==> src/rtl/rtc_time_set_ctrl.sv <==
// -----------------------------------------------------------------------------
// rtc_time_set_ctrl
//
// Time-of-day register bank and set-mode sequencer for the Basys3 RTC.
// In RUN the clock advances HH:MM:SS once per tick_1hz. Each btn_mode pulse
// walks the user through SET_HR -> SET_MIN -> SET_SEC -> RUN. While in a SET
// state the time is frozen, btn_up / btn_down adjust only the selected field
// (with wrap and no carry), and the selected digit pair blinks at 0.5 Hz.
// If no button is pressed for TIMEOUT_S ticks in a SET state, the block falls
// back to RUN and keeps the edited values.
//
// Parameters:
//   TIMEOUT_S   idle ticks in a SET state before auto-return to RUN (1..63)
//
// Ports:
//   clk_in      system clock (100 MHz)
//   rst         synchronous, active-high reset
//   tick_1hz    single-cycle strobe, once per second
//   btn_mode    debounced single-cycle pulse: advance edit field
//   btn_up      debounced single-cycle pulse: increment selected field
//   btn_down    debounced single-cycle pulse: decrement selected field
//   hours       current hours, 0..23
//   minutes     current minutes, 0..59
//   seconds     current seconds, 0..59
//   edit_field  0 = none (RUN), 1 = hours, 2 = minutes, 3 = seconds
//   blink       flash enable for the selected field; 0 in RUN
//
// Every output comes straight from a flop, so each output changes on the
// clk_in edge that samples the causing input.
// -----------------------------------------------------------------------------
module rtc_time_set_ctrl #(
    parameter int TIMEOUT_S = 10
) (
    input  logic       clk_in,
    input  logic       rst,
    input  logic       tick_1hz,
    input  logic       btn_mode,
    input  logic       btn_up,
    input  logic       btn_down,
    output logic [4:0] hours,
    output logic [5:0] minutes,
    output logic [5:0] seconds,
    output logic [1:0] edit_field,
    output logic       blink
);

    // The state encoding doubles as the edit_field code.
    typedef enum logic [1:0] {
        ST_RUN     = 2'd0,
        ST_SET_HR  = 2'd1,
        ST_SET_MIN = 2'd2,
        ST_SET_SEC = 2'd3
    } state_t;

    localparam logic [5:0] HOURS_MAX = 6'd23;
    localparam logic [5:0] MS_MAX    = 6'd59;
    // The timeout fires on the tick that would take the counter to TIMEOUT_S.
    localparam logic [5:0] IDLE_LAST = 6'(TIMEOUT_S - 1);

    state_t     state_q,   state_d;
    logic [4:0] hours_q,   hours_d;
    logic [5:0] minutes_q, minutes_d;
    logic [5:0] seconds_q, seconds_d;
    logic       blink_q,   blink_d;
    logic [5:0] idle_q,    idle_d;

    // -------------------------------------------------------------------------
    // Wrapping field arithmetic. Out-of-range inputs cannot occur, but they
    // are folded back into range anyway so a field can never leave 0..max.
    // -------------------------------------------------------------------------
    function automatic logic [5:0] wrap_inc(input logic [5:0] val,
                                            input logic [5:0] max);
        return (val >= max) ? 6'd0 : val + 6'd1;
    endfunction

    function automatic logic [5:0] wrap_dec(input logic [5:0] val,
                                            input logic [5:0] max);
        return (val == 6'd0 || val > max) ? max : val - 6'd1;
    endfunction

    // Next state in the mode cycle RUN -> HR -> MIN -> SEC -> RUN.
    function automatic state_t next_mode(input state_t cur);
        state_t nxt;
        case (cur)
            ST_RUN:     nxt = ST_SET_HR;
            ST_SET_HR:  nxt = ST_SET_MIN;
            ST_SET_MIN: nxt = ST_SET_SEC;
            default:    nxt = ST_RUN;
        endcase
        return nxt;
    endfunction

    // -------------------------------------------------------------------------
    // Run-mode time advance, computed unconditionally and used only when
    // the FSM is in RUN and a tick arrives.
    // -------------------------------------------------------------------------
    logic       sec_wrap;
    logic       min_wrap;
    logic [4:0] hours_adv;
    logic [5:0] minutes_adv;
    logic [5:0] seconds_adv;

    always_comb begin
        sec_wrap    = (seconds_q >= MS_MAX);
        min_wrap    = (minutes_q >= MS_MAX);
        seconds_adv = wrap_inc(seconds_q, MS_MAX);
        minutes_adv = minutes_q;
        hours_adv   = hours_q;
        if (sec_wrap) begin
            minutes_adv = wrap_inc(minutes_q, MS_MAX);
            if (min_wrap) begin
                hours_adv = 5'(wrap_inc({1'b0, hours_q}, HOURS_MAX));
            end
        end
    end

    // -------------------------------------------------------------------------
    // Set-mode field adjust. Up and down together cancel; only the field
    // selected by the current state moves.
    // -------------------------------------------------------------------------
    logic       adj_up;
    logic       adj_down;
    logic [4:0] hours_adj;
    logic [5:0] minutes_adj;
    logic [5:0] seconds_adj;

    always_comb begin
        adj_up      = btn_up & ~btn_down;
        adj_down    = btn_down & ~btn_up;
        hours_adj   = hours_q;
        minutes_adj = minutes_q;
        seconds_adj = seconds_q;
        case (state_q)
            ST_SET_HR: begin
                if (adj_up)   hours_adj = 5'(wrap_inc({1'b0, hours_q}, HOURS_MAX));
                if (adj_down) hours_adj = 5'(wrap_dec({1'b0, hours_q}, HOURS_MAX));
            end
            ST_SET_MIN: begin
                if (adj_up)   minutes_adj = wrap_inc(minutes_q, MS_MAX);
                if (adj_down) minutes_adj = wrap_dec(minutes_q, MS_MAX);
            end
            ST_SET_SEC: begin
                if (adj_up)   seconds_adj = wrap_inc(seconds_q, MS_MAX);
                if (adj_down) seconds_adj = wrap_dec(seconds_q, MS_MAX);
            end
            default: ;
        endcase
    end

    // -------------------------------------------------------------------------
    // Next-state / next-output logic.
    // Priority inside a SET state: btn_mode, then up/down, then tick timeout.
    // A tick in the same cycle as up/down still toggles blink, but cannot
    // time out because the button clears the idle counter.
    // -------------------------------------------------------------------------
    always_comb begin
        // NOTE: every variable gets a hold value first so no path through the
        // case/if tree leaves it unassigned, which would infer a latch.
        state_d   = state_q;
        hours_d   = hours_q;
        minutes_d = minutes_q;
        seconds_d = seconds_q;
        blink_d   = blink_q;
        idle_d    = idle_q;

        if (state_q == ST_RUN) begin
            blink_d = 1'b0;
            idle_d  = 6'd0;
            // A tick coinciding with btn_mode still advances time, since it
            // is sampled with the RUN state.
            if (tick_1hz) begin
                hours_d   = hours_adv;
                minutes_d = minutes_adv;
                seconds_d = seconds_adv;
            end
            if (btn_mode) begin
                state_d = ST_SET_HR;
                blink_d = 1'b1;
            end
        end else if (btn_mode) begin
            // Up/down in the same cycle is discarded.
            state_d = next_mode(state_q);
            idle_d  = 6'd0;
            blink_d = (next_mode(state_q) != ST_RUN);
        end else if (btn_up || btn_down) begin
            hours_d   = hours_adj;
            minutes_d = minutes_adj;
            seconds_d = seconds_adj;
            idle_d    = 6'd0;
            if (tick_1hz) begin
                blink_d = ~blink_q;
            end
        end else if (tick_1hz) begin
            if (idle_q >= IDLE_LAST) begin
                state_d = ST_RUN;
                blink_d = 1'b0;
                idle_d  = 6'd0;
            end else begin
                idle_d  = idle_q + 6'd1;
                blink_d = ~blink_q;
            end
        end
    end

    // -------------------------------------------------------------------------
    // State registers.
    // -------------------------------------------------------------------------
    always_ff @(posedge clk_in) begin
        if (rst) begin
            state_q   <= ST_RUN;
            hours_q   <= 5'd0;
            minutes_q <= 6'd0;
            seconds_q <= 6'd0;
            blink_q   <= 1'b0;
            idle_q    <= 6'd0;
        end else begin
            // NOTE: non-blocking assignments so every flop samples the values
            // from before this edge, independent of statement order.
            state_q   <= state_d;
            hours_q   <= hours_d;
            minutes_q <= minutes_d;
            seconds_q <= seconds_d;
            blink_q   <= blink_d;
            idle_q    <= idle_d;
        end
    end

    assign hours      = hours_q;
    assign minutes    = minutes_q;
    assign seconds    = seconds_q;
    assign edit_field = state_q;
    assign blink      = blink_q;

endmodule
==> config.mk <==
export PLATFORM = sky130hd
export DESIGN_NAME = rtc_time_set_ctrl
export DESIGN_NICKNAME = d
export VERILOG_FILES = /design/src/rtl/rtc_time_set_ctrl.sv
export SDC_FILE = /design/constraint.sdc
export NUM_CORES = 1
export LEC_CHECK = 0
export ABC_AREA = 1
export BUFFER_PORTS_ARGS = -buffer_cell sky130_fd_sc_hd__buf_2
export CAP_MARGIN = 20
export CORE_ASPECT_RATIO = 0.5
export CORE_MARGIN = 3
export CORE_UTILIZATION = 48
export DETAILED_ROUTE_END_ITERATION = 8
export PLACE_DENSITY = 0.71
export SETUP_SLACK_MARGIN = 0.2
export SYNTH_ARGS = -nofsm -noshare
export SYNTH_HDL_FRONTEND = slang
export SYNTH_SLANG_ARGS = --single-unit
export TNS_END_PERCENT = 100
==> constraint.sdc <==
create_clock -name clk_in -period 1.6 [get_ports clk_in]
set_input_delay 0.24 -clock clk_in [delete_from_list [all_inputs] [get_ports clk_in]]
set_output_delay 0.24 -clock clk_in [all_outputs]
set_load 0.005 [all_outputs]
==> metrics <==
worst hold path type=in2reg; CTS Buffer Depth=2; most frequent cells in the layout=53 x nand2_1, 43 x nor2_1, 34 x inv_1; Max Slew Vio Count=0; Nets=387; Worst Hold Launch=rst; TritonCTS clock tree=built; cell family with most CP delay=simple AND/OR/NAND/NOR gates; Critical Path Most Common Cell=nand2_4; crit start category=register; drt first pass iters=4; Clock transition at path regs=0.10 ns; sink of the worst hold path=hours[4]; Largest stage delay, worst path=0.34 ns; Antenna Nets Post-Route=0; Area Overhead vs Synth=29.42%; Setup CP Type=reg2reg; Rel. slew slack=68.50%; via/cell ratio=5.176; Yosys cell types=32; Slew @ Worst Pin=0.4719 ns; setup TNS=0 ns; r2r setup slk=0.05 ns; RR Startpoint=edit_field[0]; YS warnings=0; Synthesized Nets=337; max cap viols=0; Yosys reg bits=26; Detailed Route Iter0 Violations=91; Tmin final=1.554 ns; hold_buf cts=0; Cell Chain, Critical Path=inv_2, ha_4, inv_8, nand2_4, nand2_4, nor2_4, nand2_4, nor2_8, nand2_4, a21oi_2, nor2_1; antenna violations before repair=0; total wire length=5.250 mm; R2R Path End=minutes[0]; worst hold stages=2; DR DRC count=0; Fin Hold WS=0.1973 ns; Layout Skew=0.005748 ns; largest net degree at the start of global routing=18; Critical Path AT=1.73 ns; GRT overflow=0; Final Total Pwr=1.989 mW; Layout Utilization=70.15%; routed via count=2148; commonest non-fill, non-tap cell in the layout=nand2_1; RSZ-0062 raised after global routing=true; Total GRT Usage=21.21%; pwr/cell area=759.1 nW/um^2; run status=complete, no violations; Core Region=3735 sq um; # IOs=26; Crit-path slowest cell=dfxtp_2; vias in the first global route=2007; Setup crit end kind=register; GP Congestion=0.9035; row cnt=15; DIE HEIGHT=51.92 um; Sink Count=26; n_diodes=0; met1 WL=2.576 mm; Critical Path RT=1.77 ns; post-DR wirelength/cell=12.65 um; Seq/Total Area, Yosys=25.71%; CP bufs+invs=2; worst r2r path cells=11; met2 routed WL=2.411 mm; maximum clock rate=643.5 MHz; final worst slack=0.04589 ns; Mapped Cells=315; metal3 WL=238 um; setup violators final=0; mean area per synthesized cell=6.427 sq um; initial cell density of the core=54.20%; post-route clock period utilization=97.13%; Die Wd=97.85 um; first-pass GRT wire length=9.032 mm; H-tree depth=1; hpwl dp=3.835 mm; VDD IR-drop max=0.0003831 V; proportion of layout cells with a drive suffix above 1=30.77%; leak pwr=1.266 nW; port bufs=25; CTS buffer count=3; final hold vios=0; Root Buffer=clkbuf_8; Top Metal Used=met4; largest fanout on the critical path=8; post-place setup slack=-0.01609 ns; die area=5080 sq um; Post-Syn Area=2024 sq um; clk_lat worst skew=0.28 ns
layout make-up:
type,count,area (sq um)
inverter,44,180.2
clock inverter,1,30.03
multi-input combinational,238,1441
clock buffer,3,41.29
timing repair buffer,52,331.6
fill,311,1115
tap,51,63.81
sequential,26,531.8
layer usage:
layer	vias up	GRT usage (%)
met1	980	28.39
met4	0	3.448
li1	1112	-
met5	-	0
met3	4	4.016
met2	52	36.49
synth_stat cells (all sizes together):
master | count | area (sq um)
buf | 5 | 27.53
o211ai | 1 | 7.510
xnor2 | 1 | 8.760
dfxtp | 26 | 520.5
clkbuf | 2 | 8.750
a211oi | 1 | 7.510
nand4 | 4 | 25.02
o21ai | 32 | 160.2
nor3 | 5 | 25.02
nand3 | 28 | 145.1
nor2 | 52 | 240.2
inv | 44 | 167.7
o21bai | 1 | 7.510
and2 | 1 | 6.260
ha | 16 | 200.2
nand3b | 1 | 7.510
a21oi | 19 | 102.6
nand2 | 65 | 261.5
xor2 | 10 | 87.58
o21a | 1 | 7.510
report_power, final:
group | internal, mW | switching (mW) | total, mW
sequential | 0.691 | 0.0366 | 0.728
combinational | 0.289 | 0.413 | 0.702
clock | 0.335 | 0.225 | 0.560
total | 1.32 | 0.674 | 1.99
cell families after synthesis:
kind of cell | after synthesis | synth area share (%)
fa+ha+maj | 16 | 9.889
xor+xnor | 11 | 4.759
simple gates | 156 | 35.10
compound gates | 55 | 14.46
flops | 26 | 25.71
buf+inv | 51 | 10.07
state kept, by name, summed over array words and instances (netlist names):
signal      count
idle_q          6
seconds         6
blink           1
minutes         6
hours           5
edit_field      2
worst register-to-register path: stages, from the launching register on:
cell and delay (ns):
dfxtp_2 0.34, inv_2 0.07, ha_4 0.21, inv_8 0.06, nand2_4 0.07, nand2_4 0.05
nor2_4 0.10, nand2_4 0.11, nor2_8 0.18, nand2_4 0.10, a21oi_2 0.12, nor2_1 0.05
through the flow:
step / instances / instance area (sq um)
after global placement: 400 / 2351
after detailed placement: 400 / 2351
after CTS: 412 / 2529
final: 415 / 2620
after global routing: 415 / 2620
after floorplan: 315 / 2088
how the worst max path moves through the flow:
stage                  start    endpoint  slack, ns  depth (start not counted)
2_1_floorplan  edit_field[1]  minutes[0]       0.12                         12
3_3_place_gp   edit_field[1]  minutes[1]      0.006                         11
3_5_place_dp   edit_field[1]  minutes[5]      -0.02                         11
4_1_cts        edit_field[0]  minutes[0]       0.07                         11
5_1_grt        edit_field[0]  minutes[1]      -0.05                         11
6_report       edit_field[0]  minutes[0]       0.05                         11
what timing repair did:
| action | in CTS | in global routing |
|---|---|---|
| endpoints found under the setup margin | 18 | 24 |
| hold endpoints to repair | 0 | 0 |
| gates resized for setup | 15 | 22 |
| pin swaps | 4 | 5 |
| setup buffers | 8 | 3 |
Note: power is estimated with default switching activity, not from simulation.
